$ cat config.mk
export PLATFORM = sky130hd
export DESIGN_NAME = hazard_ctrl
export DESIGN_NICKNAME = d
export VERILOG_FILES = /design/src/rtl/hazard_ctrl.sv
export SDC_FILE = /design/constraint.sdc
export NUM_CORES = 1
export LEC_CHECK = 0
export CAP_MARGIN = 20
export CELL_PAD_IN_SITES_DETAIL_PLACEMENT = 0
export CELL_PAD_IN_SITES_GLOBAL_PLACEMENT = 1
export CORE_ASPECT_RATIO = 1.25
export CORE_MARGIN = 1.5
export CORE_UTILIZATION = 27
export CTS_BUF_LIST = sky130_fd_sc_hd__clkbuf_4 sky130_fd_sc_hd__clkbuf_8
export CTS_CLUSTER_DIAMETER = 200
export DETAILED_ROUTE_END_ITERATION = 10
export GPL_ROUTABILITY_DRIVEN = 0
export PLACE_DENSITY_LB_ADDON = 0.1
export SLEW_MARGIN = 20
export SYNTH_ARGS = -nofsm -noshare
export SYNTH_HDL_FRONTEND = slang
export SYNTH_SLANG_ARGS = --single-unit
$ cat constraint.sdc
create_clock -name clk -period 2.8 [get_ports clk]
set_input_delay 0.56 -clock clk [delete_from_list [all_inputs] [get_ports clk]]
set_output_delay 0.56 -clock clk [all_outputs]
set_load 0.01 [all_outputs]
$ cat src/rtl/hazard_ctrl.sv
// Pipeline hazard controller: forwarding selects, load-use/branch/HI-LO stalls,
// and the busy sequencer for the multi-cycle multiply/divide unit.
module hazard_ctrl #(
    parameter int MUL_CYCLES = 4,
    parameter int DIV_CYCLES = 32
) (
    input  logic       clk,
    input  logic       rst,
    input  logic [4:0] rsD,
    input  logic [4:0] rtD,
    input  logic [4:0] rsE,
    input  logic [4:0] rtE,
    input  logic [4:0] writeRegE,
    input  logic [4:0] writeRegM,
    input  logic [4:0] writeRegW,
    input  logic       Regfile_weE,
    input  logic       Regfile_weM,
    input  logic       Regfile_weW,
    input  logic       memToRegE,
    input  logic       memToRegM,
    input  logic       branchD,
    input  logic       pcSrcD,
    input  logic       mdStartD,
    input  logic       mdStartE,
    input  logic       mdOpE,
    input  logic       hiloReadD,
    output logic       stallF,
    output logic       stallD,
    output logic       flushD,
    output logic       flushE,
    output logic [1:0] forwardAE,
    output logic [1:0] forwardBE,
    output logic       forwardAD,
    output logic       forwardBD,
    output logic       mdBusy,
    output logic       mdDone
);

    localparam int MAX_CYCLES = (DIV_CYCLES > MUL_CYCLES) ? DIV_CYCLES : MUL_CYCLES;
    localparam int CW = $clog2(MAX_CYCLES);
    localparam logic [CW-1:0] MUL_LOAD = CW'(MUL_CYCLES - 2);
    localparam logic [CW-1:0] DIV_LOAD = CW'(DIV_CYCLES - 2);

    typedef enum logic [1:0] {
        IDLE = 2'b00,
        BUSY = 2'b01,
        DONE = 2'b10
    } mdState_t;

    mdState_t      state_r, stateNext_s;
    logic [CW-1:0] count_r, countNext_s, loadVal_s;
    logic          lwStall_s, brStall_s, mdStall_s, stall_s;

    assign loadVal_s = mdOpE ? DIV_LOAD : MUL_LOAD;

    // Mul/div state and busy-count register.
    always_ff @(posedge clk or negedge rst) begin
        if (!rst) begin
            state_r <= IDLE;
            count_r <= '0;
        end else begin
            state_r <= stateNext_s;
            count_r <= countNext_s;
        end
    end

    // Next state: count holds the BUSY cycles still to run, so a load of 0 goes straight to DONE.
    always_comb begin
        stateNext_s = state_r;
        countNext_s = count_r;
        case (state_r)
            IDLE, DONE: begin
                if (mdStartE) begin
                    stateNext_s = (loadVal_s == '0) ? DONE : BUSY;
                    countNext_s = loadVal_s;
                end else begin
                    stateNext_s = IDLE;
                    countNext_s = '0;
                end
            end
            BUSY: begin
                if (count_r <= CW'(1)) begin
                    stateNext_s = DONE;
                    countNext_s = '0;
                end else begin
                    countNext_s = count_r - CW'(1);
                end
            end
            default: begin
                stateNext_s = IDLE;
                countNext_s = '0;
            end
        endcase
    end

    // Stall sources; a DONE cycle without a new launch lets HI/LO users through.
    always_comb begin
        lwStall_s = memToRegE && (writeRegE != 5'd0) &&
                    ((rsD == writeRegE) || (rtD == writeRegE));
        brStall_s = branchD &&
                    ((Regfile_weE && (writeRegE != 5'd0) &&
                      ((writeRegE == rsD) || (writeRegE == rtD))) ||
                     (memToRegM && (writeRegM != 5'd0) &&
                      ((writeRegM == rsD) || (writeRegM == rtD))));
        mdStall_s = (hiloReadD || mdStartD) && ((state_r == BUSY) || mdStartE);
        stall_s   = rst && (lwStall_s || brStall_s || mdStall_s);
    end

    // Pipeline control and forwarding outputs, all held low while in reset.
    always_comb begin
        stallF    = stall_s;
        stallD    = stall_s;
        flushE    = stall_s;
        flushD    = rst && pcSrcD && !stall_s;
        forwardAE = 2'b00;
        forwardBE = 2'b00;
        forwardAD = rst && (rsD != 5'd0) && (rsD == writeRegM) && Regfile_weM;
        forwardBD = rst && (rtD != 5'd0) && (rtD == writeRegM) && Regfile_weM;
        if (!rst) begin
            forwardAE = 2'b00;
        end else if ((rsE != 5'd0) && (rsE == writeRegM) && Regfile_weM) begin
            forwardAE = 2'b10;
        end else if ((rsE != 5'd0) && (rsE == writeRegW) && Regfile_weW) begin
            forwardAE = 2'b01;
        end else begin
            forwardAE = 2'b00;
        end
        if (!rst) begin
            forwardBE = 2'b00;
        end else if ((rtE != 5'd0) && (rtE == writeRegM) && Regfile_weM) begin
            forwardBE = 2'b10;
        end else if ((rtE != 5'd0) && (rtE == writeRegW) && Regfile_weW) begin
            forwardBE = 2'b01;
        end else begin
            forwardBE = 2'b00;
        end
    end

    assign mdBusy = (state_r == BUSY) || (state_r == DONE);
    assign mdDone = (state_r == DONE);

endmodule

* Word-level counts from Yosys, hierarchy flattened
Index checks and enable logic that the tools add are counted.
Storage, ports and cells: bits in registers 7, input port bits 48
Cells by class: add/sub/neg operators 1, $lt $le $gt $ge 1, eq/ne operators 15, muxes and demuxes 14, reduce and logical (&&, ||, !) cells 44
Operators with widths (number):
- $eq 5x5->1 | 12
- $reduce_bool 5->1 | 6
- $logic_and 1x1->1 | 25
- $mux 5 | 3
- $mux 2 | 7
- $pmux 5 s2 | 1
- $logic_or 1x1->1 | 9
- $le 5x1->1 const B | 1
- $logic_not 5->1 | 1
- $sub 5x1->5 const B | 1
- $pmux 2 s2 | 1
- $eq 2x1->1 const B | 1
- $eq 2x2->1 const B | 1
- $logic_not 2->1 | 1
- $mux 1 | 2
- $ne 2x2->1 const B | 1
- $reduce_or 2->1 | 1
- $logic_not 1->1 | 1

* Longest topological paths before layout
depth in word-level cells 10, mapped depth 7, gate-level depth less buffers 6

* Worst setup path before layout
Ideal clock, no wire load.
path type input port to output port, start in writeRegM[3], end out stallD, arrival 1.855 ns, required time 2.240 ns, path slack 0.385 ns, stages on the path 6, path buffers 2, cells stage by stage clkbuf_1 or4_4 o211ai_2 a21oi_2 o31a_1 buf_4
Between the ends: word-level cells in the longest chain between the ends 8
Ends and longest elaborated chain:
- start: declaration | line 14 | input logic [4:0] writeRegM,
- $eq 5x5->1 or $reduce_bool 5->1 (tied branches) | line 104, 103
- $logic_or 1x1->1 or $logic_and 1x1->1 (tied branches) | line 104, 103
- $logic_and 1x1->1 * | line 103 | (memToRegM && (writeRegM != 5'd0) &&
- $logic_or 1x1->1 * | line 102 | ((writeRegE == rsD) || (writeRegE == rtD))) ||
- $logic_and 1x1->1 * | line 100 | brStall_s = branchD &&
- $logic_or 1x1->1 * (2 in a row) | line 106 | stall_s = rst && (lwStall_s || brStall_s || mdStall_s);
- $logic_and 1x1->1 * | line 106
- end: declaration | line 28 | output logic stallD,
Every way passes the cells marked *; elsewhere a longest branch is shown, timed or not.

* Worst setup path after layout
start in rsE[2], end out forwardAE[0]
Between the ends: word-level cells in the longest chain between the ends 6
Ends and longest elaborated chain:
- start: declaration | line 11 | input logic [4:0] rsE,
- $eq 5x5->1 or $reduce_bool 5->1 (tied branches) | line 123, 121
- $logic_and 1x1->1 (2 in a row) | line 123 | end else if ((rsE != 5'd0) && (rsE == writeRegW) && Regfile_weW) begin
- $mux 1 | line 123
- $mux 2 * | line 121 | end else if ((rsE != 5'd0) && (rsE == writeRegM) && Regfile_weM) begin
- $mux 2 * | line 119 | if (!rst) begin
- end: declaration | line 31 | output logic [1:0] forwardAE,
Marks and branches as above.

==> impl_metrics.csv <==
group,metric,value,unit
status,outcome,"finished, final reports clean",
logic_synthesis,synth_xor_area_share,35.71,%
grt,grt_pass1_wl,5188,µm
grt,overflow,0,
timing,fmax,364.6,MHz
drt,via_count,1213,
min_path,worstHoldPathType,"flop to flop",
critical_path,critPathLaunch,"rsE[2]",
logic_synthesis,ys_seq_area_share,16.61,%
finish,design_area,2006,µm²
drt,first_pass_iters,4,
finish,syn_to_final_growth,90.15,%
power_and_ir_drop,p_switching,303.9,µW
clock_network,cts_buffer_depth,2,
logic_synthesis,yosysMostFrequentCell,"xnor2_1",
timing,fin_crit,2.743,ns
min_path,worstHoldStart,"count_r[0]",
finish,layout-drive-gt1-share,27.52,%
floorplan,die_x,58.91,µm
logic_synthesis,ys_ff_latch,7,
drt,routedWlPerCell,12.88,µm
critical_path,crit_type,"input pin to primary output",
critical_path,cp_max_fo,2,
timing,slew_headroom,67.15,%
power_and_ir_drop,cellPowerDensity,404.7,nW/µm²
finish,final_nets,273,
grt,grt_max_degree,8,
logic_synthesis,syn_nets,181,
floorplan,num_rows,25,
logic_synthesis,yosysTopAreaCell,"xnor2_1",
clock_network,tritoncts,"built",
finish,diodes,0,
critical_path,crit_path_end_kind,"primary output",
timing,fin_crit_sh,97.95,%
drt,drtIter0Drc,10,
clock_network,path_clk_slew,0.04,ns
floorplan,dieArea,4293,µm²
logic_synthesis,yosys_warnings,0,
timing,rsz0062_at_grt,"true",
floorplan,core-area,3754,µm²
floorplan,die_y,72.88,µm
logic_synthesis,synth.distinct_cells,34,
power_and_ir_drop,clkPwrFrac,18.2,%
timing,hold_viol_final,0,
logic_synthesis,synth_edf_count,0,
logic_synthesis,synth_compound_area_share,9.490,%
power_and_ir_drop,power.share.switching,37.44,%
grt,grt_pass1_vias,1246,
logic_synthesis,ys_async_sr_fraction,100.0,%
logic_synthesis,synth.area.mux_share,0,%
timing,finalSetupViolCount,0,
floorplan,start_util,28.10,%
critical_path,cp_data_arrival_time,2.18,ns
placement,portBuffers,59,
grt,gr-usage-all-layers,15.74,%
floorplan,ios,60,
run,max_cap_violations,0,
grt,antenna_found_initial,0,
logic_synthesis,netlist_instances,127,
logic_synthesis,postSynthAreaPerCell,8.305,µm²
logic_synthesis,netlist.area_leader.share,21.59,%
logic_synthesis,ys.flop_type,"dfrtp_1",
logic_synthesis,synthAdderAreaFrac,7.117,%
clock_network,cts_hold_buf,0,
power_and_ir_drop,p_seq_share,22.7,%
critical_path,critPathRequiredTime,2.24,ns
clock_network,cts_buffers,3,
placement,place_area,1893,µm²
power_and_ir_drop,internal-power,507.8,µW
logic_synthesis,synth_top_family_by_area,"XOR/XNOR gates",
drt,viasPerCell,4.702,
logic_synthesis,synth_top_cells_by_area,"xnor2_1 22%, dfrtp_1 17%, xor2_1 14%",
clock_network,cts_sinks,7,
power_and_ir_drop,ir_worst_vdd,0.0001422,V
clock_network,root_buffer,"clkbuf_8",
timing,worst_pin_slew,0.4863,ns
placement,hpwl,2945,µm
critical_path,r2r_start,"count_r[1]",
clock_network,h-tree-depth,1,
clock_network,clkLatencyLatePin,0.22,ns
power_and_ir_drop,p_comb_share,59.1,%
logic_synthesis,netlist_top_cells_count,"26 x xnor2_1, 17 x xor2_1, 8 x nor2_1",
power_and_ir_drop,p_leak,0.9011,nW
timing,slew_violations,0,
logic_synthesis,synth-simple-area-share,24.91,%
drt,detail-route-antenna-nets,0,
drt,drc,0,
drt,drt_wl_total,3324,µm
timing,clock_skew,0.0004183,ns
timing,hold-worst-slack,0.5053,ns
critical_path,start_kind,"input pin",
logic_synthesis,synth.cell_area,1055,µm²
-- cell families after synthesis --
family                     after synthesis
AOI/OAI and AO/OA                       14
and+or+nand+nor                         46
xor gates and xnor gates                43
adders and majority gates                6
DFF                                      7
buffers and inverters                   11
-- stage by stage --
step           setup WS, ns  TNS (ns)  total power [mW]  instances  utilization, %
2_1_floorplan        0.3846         0            0.4521        127               -
5_1_grt           -0.008642  -0.01096            0.8891        258           53.43
6_report            0.05750         0            0.8118        258           53.43
4_1_cts             -0.1024   -0.1322            0.8249        258           52.07
3_3_place_gp        -0.3707    -2.856            0.6533        252           50.43
3_5_place_dp        -0.4476    -3.357            0.6724        252           50.43
-- sequential cells by signal (all words and copies together) (netlist names) --
signal	flops
count_r	5
state_r	2
-- layout make-up --
type	count	area, µm²
sequential	7	175.2
multi-input combinational	109	887.1
fill	383	1748
timing repair buffer	94	829.5
clock buffer	4	48.80
tap	40	50.05
inverter	4	15.01
-- final timing paths --
kind	end	slack [ns]	cells past startpoint
worst max-delay path	forwardAE[0]	0.06	7
worst min-delay path	count_r[0]	0.51	1
worst max register to register	count_r[4]	1.22	6
worst min register to register	count_r[0]	0.51	1
max in group asynchronous	state_r[1]	1.78	3
min in group asynchronous	count_r[0]	0.90	3
-- layer usage --
metal	share of wire [%]	track usage, %	vias up	wire length, µm
met5	0	0	-	0
met4	0.81	6.818	0	27
met3	2.1	0.5319	2	70
met2	59	31.60	26	1976
met1	38	16.25	560	1249
li1	-	-	625	-
-- power by group through the flow --
stage / registers [mW] / clock network (mW) / logic [mW]
after floorplan: 0.176 / 0 / 0.276
after global placement: 0.181 / 0 / 0.472
after detailed placement: 0.185 / 0 / 0.487
after CTS: 0.184 / 0.155 / 0.486
after global routing: 0.191 / 0.164 / 0.534
final: 0.184 / 0.148 / 0.480
-- layout by cell type (no fill, tap or decap), types with 6 or more instances in the layout --
master / instances
xnor2_1: 26
dlygate4sd2_1: 11
dfrtp_1: 7
nor2_1: 6
xor2_1: 17
ha_1: 6
buf_2: 6
clkdlybuf4s50_1: 34
buf_4: 35
dlymetal6s2s_1: 8
-- critical path, stage by stage --
cell	delay [ns]
clkdlybuf4s50_1	0.42
or4_1	0.43
nor2_2	0.16
nor4_2	0.07
buf_4	0.14
nor4_4	0.23
buf_2	0.17
-- what timing repair did --
| item | 4_1_cts | 5_1_grt |
|---|---|---|
| endpoints found under the setup margin | 10 | 7 |
| buffers inserted | 2 | 0 |
| pin swaps | 5 | 12 |
| resized for setup | 41 | 17 |
Power figures use the tool's default switching activity.
